==> src/rtl/branch_resolve_pkg.sv <==
// Shared pipeline definitions for the MEM-stage branch resolution unit.
// Provides branch opcode constants, the resolver FSM state type and
// small decode helpers that mirror the decode-stage stall unit's detection.
package branch_resolve_pkg;

  localparam logic [5:0] OP_BEQ = 6'b000100;
  localparam logic [5:0] OP_BNE = 6'b000101;

  // beq/bne differ only in bit 0; bits [5:1] identify a conditional branch
  localparam logic [4:0] BR_OP_HI = OP_BEQ[5:1];

  typedef enum logic {
    IDLE = 1'b0,
    HOLD = 1'b1
  } br_state_e;

  // Real instruction whose opcode is beq or bne
  function automatic logic is_branch(input logic valid, input logic [5:0] opcode);
    return valid && (opcode[5:1] == BR_OP_HI);
  endfunction

  // beq is taken on zero, bne on non-zero
  function automatic logic branch_taken(input logic [5:0] opcode, input logic zero);
    return (opcode[0] == OP_BNE[0]) ? ~zero : zero;
  endfunction

endpackage

==> src/rtl/branch_resolve_if.sv <==
// EX/MEM-to-resolver bus.
//   master: pipeline side, drives the MEM-stage instruction fields and
//           receives the redirect/flush/stall-feedback signals.
//   slave : branch_resolve side.
interface branch_resolve_if #(
  parameter int unsigned AW = 32
);

  logic          mem_valid;
  logic [5:0]    mem_opcode;
  logic          mem_zero;
  logic [AW-1:0] mem_target;

  logic          branch_mem;
  logic          pc_src;
  logic [AW-1:0] pc_target;
  logic          flush;
  logic          resolved;

  modport master (
    output mem_valid, mem_opcode, mem_zero, mem_target,
    input  branch_mem, pc_src, pc_target, flush, resolved
  );

  modport slave (
    input  mem_valid, mem_opcode, mem_zero, mem_target,
    output branch_mem, pc_src, pc_target, flush, resolved
  );

endinterface

==> src/rtl/branch_resolve_sat_counter.sv <==
// Saturating up-counter used for the branch statistics.
// Ports: clk, rst (async active-high), inc (count enable), q (count value,
// sticks at all-ones).
module branch_resolve_sat_counter #(
  parameter int unsigned CNT_W = 16
) (
  input  logic             clk,
  input  logic             rst,
  input  logic             inc,
  output logic [CNT_W-1:0] q
);

  always_ff @(posedge clk or posedge rst) begin
    if (rst) begin
      q <= '0;
    end else if (inc && (q != '1)) begin
      q <= q + CNT_W'(1);
    end
  end

endmodule

==> src/rtl/branch_resolve.sv <==
// MEM-stage branch resolver: evaluates beq/bne from the EX/MEM latch,
// redirects the PC and flushes younger latches on a taken branch, and holds
// branch_mem high for HOLD_CYCLES cycles as feedback to the stall unit.
// Ports:
//   clk, rst      clock, asynchronous active-high reset
//   bus (slave)   mem_valid/mem_opcode/mem_zero/mem_target in;
//                 branch_mem/pc_src/pc_target/flush/resolved out (registered)
//   overlap_err   sticky: a branch arrived while a previous one was held
//   br_count      saturating count of resolved branches
//   taken_count   saturating count of taken branches
module branch_resolve
  import branch_resolve_pkg::*;
#(
  parameter int unsigned AW          = 32,
  parameter int unsigned HOLD_CYCLES = 2,
  parameter int unsigned CNT_W       = 16
) (
  input  logic             clk,
  input  logic             rst,
  branch_resolve_if.slave  bus,
  output logic             overlap_err,
  output logic [CNT_W-1:0] br_count,
  output logic [CNT_W-1:0] taken_count
);

  localparam int unsigned    HW        = 3;
  localparam logic [HW-1:0]  HOLD_INIT = HW'(HOLD_CYCLES - 1);

  if ((HOLD_CYCLES < 1) || (HOLD_CYCLES > 7)) begin : g_bad_hold
    $error("branch_resolve: HOLD_CYCLES must be in 1..7");
  end

  br_state_e     state;
  logic [HW-1:0] hold_cnt;
  logic          branch_mem_q;
  logic          pc_src_q;
  logic          flush_q;
  logic          resolved_q;
  logic [AW-1:0] pc_target_q;

  logic is_br_c;
  logic taken_c;
  logic br_inc_c;
  logic taken_inc_c;

  // Branch decode on the current EX/MEM contents
  assign is_br_c     = is_branch(bus.mem_valid, bus.mem_opcode);
  assign taken_c     = branch_taken(bus.mem_opcode, bus.mem_zero);
  // Branches arriving during HOLD are dropped, so only IDLE resolutions count
  assign br_inc_c    = (state == IDLE) && is_br_c;
  assign taken_inc_c = br_inc_c && taken_c;

  // Resolver FSM with registered outputs
  always_ff @(posedge clk or posedge rst) begin
    if (rst) begin
      state        <= IDLE;
      hold_cnt     <= '0;
      branch_mem_q <= 1'b0;
      pc_src_q     <= 1'b0;
      flush_q      <= 1'b0;
      resolved_q   <= 1'b0;
      pc_target_q  <= '0;
      overlap_err  <= 1'b0;
    end else begin
      pc_src_q   <= 1'b0;
      flush_q    <= 1'b0;
      resolved_q <= 1'b0;
      case (state)
        IDLE: begin
          branch_mem_q <= 1'b0;
          if (is_br_c) begin
            resolved_q <= 1'b1;
            if (taken_c) begin
              branch_mem_q <= 1'b1;
              pc_src_q     <= 1'b1;
              flush_q      <= 1'b1;
              pc_target_q  <= bus.mem_target;
              hold_cnt     <= HOLD_INIT;
              // A one-cycle hold needs no HOLD state at all
              if (HOLD_INIT != '0) begin
                state <= HOLD;
              end
            end
          end
        end
        HOLD: begin
          if (is_br_c) begin
            overlap_err <= 1'b1;
          end
          if (hold_cnt == '0) begin
            branch_mem_q <= 1'b0;
            state        <= IDLE;
          end else begin
            hold_cnt <= hold_cnt - HW'(1);
          end
        end
        default: state <= IDLE;
      endcase
    end
  end

  assign bus.branch_mem = branch_mem_q;
  assign bus.pc_src     = pc_src_q;
  assign bus.flush      = flush_q;
  assign bus.resolved   = resolved_q;
  assign bus.pc_target  = pc_target_q;

  branch_resolve_sat_counter #(.CNT_W(CNT_W)) u_br_cnt (
    .clk (clk),
    .rst (rst),
    .inc (br_inc_c),
    .q   (br_count)
  );

  branch_resolve_sat_counter #(.CNT_W(CNT_W)) u_taken_cnt (
    .clk (clk),
    .rst (rst),
    .inc (taken_inc_c),
    .q   (taken_count)
  );

endmodule

==> src/flat_wrapper.sv <==
// flat-port wrapper written by rule: the top's interface ports become plain ports
module branch_resolve_flat import branch_resolve_pkg::*;
#(
  parameter int unsigned AW          = 32,
  parameter int unsigned HOLD_CYCLES = 2,
  parameter int unsigned CNT_W       = 16
)
  (clk, rst, overlap_err, br_count, taken_count, bus_mem_valid, bus_mem_opcode, bus_mem_zero, bus_mem_target, bus_branch_mem, bus_pc_src, bus_pc_target, bus_flush, bus_resolved);
  branch_resolve_if #(.AW(AW)) bus_i ();
  input  logic clk;
  input  logic rst;
  output logic overlap_err;
  output logic [CNT_W-1:0] br_count;
  output logic [CNT_W-1:0] taken_count;
  input wire logic [$bits(bus_i.mem_valid)-1:0] bus_mem_valid;
  input wire logic [$bits(bus_i.mem_opcode)-1:0] bus_mem_opcode;
  input wire logic [$bits(bus_i.mem_zero)-1:0] bus_mem_zero;
  input wire logic [$bits(bus_i.mem_target)-1:0] bus_mem_target;
  output wire logic [$bits(bus_i.branch_mem)-1:0] bus_branch_mem;
  output wire logic [$bits(bus_i.pc_src)-1:0] bus_pc_src;
  output wire logic [$bits(bus_i.pc_target)-1:0] bus_pc_target;
  output wire logic [$bits(bus_i.flush)-1:0] bus_flush;
  output wire logic [$bits(bus_i.resolved)-1:0] bus_resolved;
  assign bus_i.mem_valid = bus_mem_valid;
  assign bus_i.mem_opcode = bus_mem_opcode;
  assign bus_i.mem_zero = bus_mem_zero;
  assign bus_i.mem_target = bus_mem_target;
  assign bus_branch_mem = bus_i.branch_mem;
  assign bus_pc_src = bus_i.pc_src;
  assign bus_pc_target = bus_i.pc_target;
  assign bus_flush = bus_i.flush;
  assign bus_resolved = bus_i.resolved;
  branch_resolve #(.AW(AW), .HOLD_CYCLES(HOLD_CYCLES), .CNT_W(CNT_W)) u_core (.clk(clk), .rst(rst), .bus(bus_i), .overlap_err(overlap_err), .br_count(br_count), .taken_count(taken_count));
endmodule
==> config.mk <==
export PLATFORM = sky130hd
export DESIGN_NAME = branch_resolve_flat
export DESIGN_NICKNAME = d
export VERILOG_FILES = /design/src/rtl/branch_resolve_pkg.sv /design/src/rtl/branch_resolve_if.sv /design/src/rtl/branch_resolve_sat_counter.sv /design/src/rtl/branch_resolve.sv /design/src/flat_wrapper.sv
export SDC_FILE = /design/constraint.sdc
export NUM_CORES = 1
export LEC_CHECK = 0
export ABC_AREA = 0
export CAP_MARGIN = 20
export CORE_MARGIN = 5
export CORE_UTILIZATION = 59
export DETAILED_ROUTE_END_ITERATION = 10
export DONT_BUFFER_PORTS = 1
export PLACE_DENSITY = 0.81
export SLEW_MARGIN = 15
export SYNTH_ARGS = -nofsm -noshare
export SYNTH_HDL_FRONTEND = slang
export SYNTH_SLANG_ARGS = --single-unit
export TNS_END_PERCENT = 30
==> constraint.sdc <==
create_clock -name clk -period 2.6 [get_ports clk]
set_input_delay 0.26 -clock clk [delete_from_list [all_inputs] [get_ports clk]]
set_output_delay 0.26 -clock clk [all_outputs]
set_load 0.01 [all_outputs]
**Word-level counts from Yosys, hierarchy flattened**

Index checks and enable logic that the tools add are counted.

- Register bits: 72
- Output and inout bits: 69
- Logic and storage cells: 44

- Add/subtract/negate cells: 3
- Equality and inequality tests: 7
- Muxes and demuxes: 14
- Bitwise logic cells: 2
- Reduce and logical (&&, ||, !) cells: 9

Operators by type and width:

| cell | number |
|---|---|
| 16-bit by 1-bit adder with 16-bit output (second input constant) | 2 |
| 16-bit != test (second input constant) | 2 |
| 3-bit 2-to-1 mux | 3 |
| 1-bit 2-to-1 mux | 8 |
| 3-bit one-hot mux with 2 select lines | 1 |
| 3-bit AND reduction | 2 |
| 5-bit by 2-bit equality test with 1-bit output (second input constant) | 1 |
| 1-bit logical AND | 5 |
| 2-bit by 1-bit != test with 1-bit output (second input constant) | 2 |
| 2-bit != test (second input constant) | 2 |
| 1-bit one-hot mux with 2 select lines | 2 |
| 3-bit zero test | 1 |
| 3-bit by 1-bit subtractor with 3-bit output (second input constant) | 1 |
| 1-bit inverter | 2 |
| 2-bit AND reduction | 1 |

**Depth between registers and ports, before layout**

- Depth in word-level cells: 5
- Depth in mapped cells: 6
- Gate-level depth less buffers: 6

**Modules after synthesis**

A second synthesis with hierarchy kept.

- Cells, all modules: 244
- Area, all modules: 3,180.6 um2

By module, submodules not included:

| module | instances | cells an instance | area each (um2) | seq. area each (um2) |
|---|---|---|---|---|
| branch_resolve_sat_counter | 2 | 71 | 805.8 | 400.4 |
| branch_resolve | 1 | 102 | 1,569.0 | 1,001.0 |

**Least setup slack after synthesis**

No wires, ideal clock.

- Path type: register -> register
- Start: register u_core.u_taken_cnt.q[4]
- End: register u_core.u_taken_cnt.q[15]
- Setup time: 0.125 ns
- Arrival: 1.647 ns
- Required time: 2.475 ns
- Setup slack: 0.829 ns
- Stages on the path, launching flop included: 5
- Path buffers: 0
- Period minus slack after synthesis: 1.771 ns
- Cell sequence: dfrtp_1 -> nand4_2 -> or3_1 -> nor4_1 -> mux2_2

- Cells in the longest elaborated chain, start to end: 2
- Elaborated cells on any way between the ends: 3
- Classes of those cells: add/sub: 1; eq/ne: 1; reduce/logical: 1

RTL lines:

| element | RTL line | text |
|---|---|---|
| from (decl) | branch_resolve_sat_counter.sv:10 | `output logic [CNT_W-1:0] q` |
| from (signal assigned) | branch_resolve_sat_counter.sv:17 | `q <= q + CNT_W'(1);` |
| parallel branches: the longest is 2 deep, another holds 16-bit by 1-bit adder with 16-bit output | - |  |

Parallel ways; which one is timed is not known.
A chain may end at the register's enable or synchronous reset.

**Worst setup path in the final report**

- Start: register u_core.u_taken_cnt.q[3]
- End: register u_core.u_taken_cnt.q[15]

The elaborated chain is that of the path after synthesis.

==> reports/results.ini <==
[run_status]
status=finished, final reports clean

[cells_and_area]
multi_input_area_mm2=0.00137
fin_cells=397
diodes=0
nFillCells=436
area.growth.synth_to_final_pct=8.88
layout.nets=366
final_cell_mix=110 x nand2_1, 72 x dfrtp_1, 26 x xor2_1
final_common_cell=nand2_1
design_area_mm2=0.00354
seqCellArea_mm2=0.00180
layout-drive-gt1-share_pct=12.9

[detailed_routing]
postRouteAntennaNets=0
first_pass_iters=4
wirelength_um=6780
detail_route.wl_per_cell_um=17.1
drt_iter0_markers=99
viasPerCell=5.61
drc=0
routed-via-count=2228

[floorplanning]
fp.dieW_um=84.3
design.die.area_mm2=0.00710
num_rows=27
die_y_um=84.3
ios=111
core_area_mm2=0.00544
start_util_pct=59.9

[pwr]
p_per_area_mw_per_mm2=715
ir_drop_mv=0.439
switching_share_pct=26.7
p_leak_nw=1.89
netSwitchingPower_mw=0.676
intPower_mw=1.86
combPwrFrac_pct=8.0
power.clock.fraction_pct=36.3
seq_power_share_pct=55.7

[worst_hold_path]
hold_path.class=in -> reg
holdPathStages=2
hold_end=u_core.bus.pc_target[10]
worstHoldStart=bus_mem_target[10]

[worst_setup_path]
reg2reg_from=u_core.u_taken_cnt.q[3]
worstSetupPathType=reg -> reg
end_kind=register
crit_chain=nand4_2, or3_1, nor4_1, mux2_2
r2r_cells=4
reg2reg_setup_slack_ns=0.56
critPathMaxStageDelay_ns=0.51
critical_path_required_ns=2.81
worstPathArrival_ns=2.25
worstReg2RegEnd=u_core.u_taken_cnt.q[15]
critical_path.max_fanout=8
crit_slowest_cell=dfrtp_1
setup.worst_path.start_class=register
startpoint=u_core.u_taken_cnt.q[3]

[sta]
hold_viol=0
relSlewSlack_pct=60.6
setup-tns-final_ns=0
rsz0062_at_grt=no
clock.fmax_ghz=0.491
fin_skew_ns=0.00886
setup_viol=0
timing.final.crit_share_pct=78.3
drv_slew=0
fin_crit_ns=2.04
worst_pin_slew_ns=0.590

[clock_network]
clkTransAtPathRegs_ns=0.07
cts.sinks=72
cts_tree=yes
cts-htree-levels=3
clkLatencyLatePin_ns=0.33
cts_resized=0
root_buffer=clkbuf_8
numCtsBuffers=9
clockBufferDepth=2

[logic_synthesis]
synth_area_leaders=dfrtp_1 55%, nand2_1 13%, xor2_1 7.0%
synth_top_area_cell=dfrtp_1
ys_seq_area_share_pct=55.3
synth_top_area_share_pct=55.3
synth_seq_cells=72
syn_area_per_cell_um2=10.4
syn_area_mm2=0.00326
synth_fp_nets=360
synthDistinctLibCells=39
ys_warn_count=0
synthCells=314

[place]
placedCellCount=380
place_area_mm2=0.00332
portBuffers=0
gp_congestion=0.785
dp_hpwl_um=4860

[grt]
track_usage_pct=20.0
grt_pass1_wl_um=11500
grt_pass1_vias=2341
grt_overflow=0
grt_start_max_net_pins=38
antenna_found_initial=0

[job]
drv_cap=0

flip-flops by register name, summed over array words and instances, names as in the netlist:
signal,count
u_core.bus.pc_target,32
u_core.u_br_cnt.q,16
u_core.u_taken_cnt.q,16
u_core.hold_cnt,3
u_core.bus.branch_mem,1
u_core.bus.pc_src,1
u_core.bus.resolved,1
u_core.overlap_err,1
u_core.state,1
cells by family after synthesis:
group,synth area share (%)
adder cells (fa/ha/maj),1.54
buffers and inverters,2.69
flip-flops,55.3
multiplexers,1.04
AO/OA/AOI/OAI,0.730
XOR/XNOR,8.07
AND/OR/NAND/NOR,30.6
per-layer routing:
layer	wire [um]	vias up	track usage, %
met2	3330	94	31.2
met1	2770	1064	25.1
li1	-	1059	-
met4	106	0	8.33
met3	577	11	7.65
met5	0	-	0
worst max path at each step:
stage	slack, ns	cells past startpoint	endpoint
after detailed placement	0.59	4	u_core.u_taken_cnt.q[15]
after global placement	0.72	5	u_core.u_taken_cnt.q[10]
after floorplan	0.52	1	u_core.bus.branch_mem
final	0.56	4	u_core.u_taken_cnt.q[15]
after global routing	0.47	4	u_core.u_taken_cnt.q[15]
after CTS	0.59	4	u_core.u_taken_cnt.q[15]
synth_stat cells (all sizes together):
cell,n
a21oi,1
nor3,8
and4,1
nand2,110
or3b,1
nand4bb,1
nor4,15
nor4b,4
xnor2,4
ha,4
mux2,3
dfrtp,72
clkbuf,3
nand4b,1
nor2b,2
or3,2
a31o,1
nand3,10
nand4,11
nor2,5
inv,8
and2,3
xor2,26
and3,1
nand2b,1
nand3b,1
o21ai,2
nor3b,3
buf,7
and4b,1
or2,2
repair_timing:
action	4_1_cts	5_1_grt
endpoints found under the hold margin	24	0
endpoints found under the setup margin	0	0
hold buffers	1	0
setup buffers	0	0
power groups by stage:
stage	logic [mW]	clock network (mW)	registers (mW)
detailed placement	0.213	0	1.43
global route	0.246	1.00	1.43
global placement	0.190	0	1.43
finish	0.204	0.919	1.41
CTS	0.212	0.943	1.41
floorplan	0.168	0	1.40
metrics by stage:
stage / hold slack (ns) / util, % / setup WS, ns / total power [mW]
global route: 0.0108 / 65.2 / 0.466 / 2.68
floorplan: 0.365 / - / 0.515 / 1.57
CTS: 0.0151 / 65.2 / 0.589 / 2.57
detailed placement: 0.221 / 61.0 / 0.593 / 1.65
global placement: 0.214 / 61.0 / 0.721 / 1.62
finish: 0.0303 / 65.2 / 0.564 / 2.54
cell type report:
type / instances / share of cell area (%)
Clock buffer: 12 / 4.66
Clock inverter: 4 / 1.45
Inverter: 8 / 0.847
Multi-Input combinational cell: 224 / 38.5
Sequential cell: 72 / 50.8
Tap cell: 72 / 2.54
Timing Repair Buffer: 5 / 1.13
worst max-delay path: cells and delay by family, from the launching register on:
kind / cells / cell delay (ns)
multiplexers: 1 / 0.39
flip-flops: 1 / 0.51
AND/OR/NAND/NOR: 3 / 1.02
(Power assumes the default switching activity.)
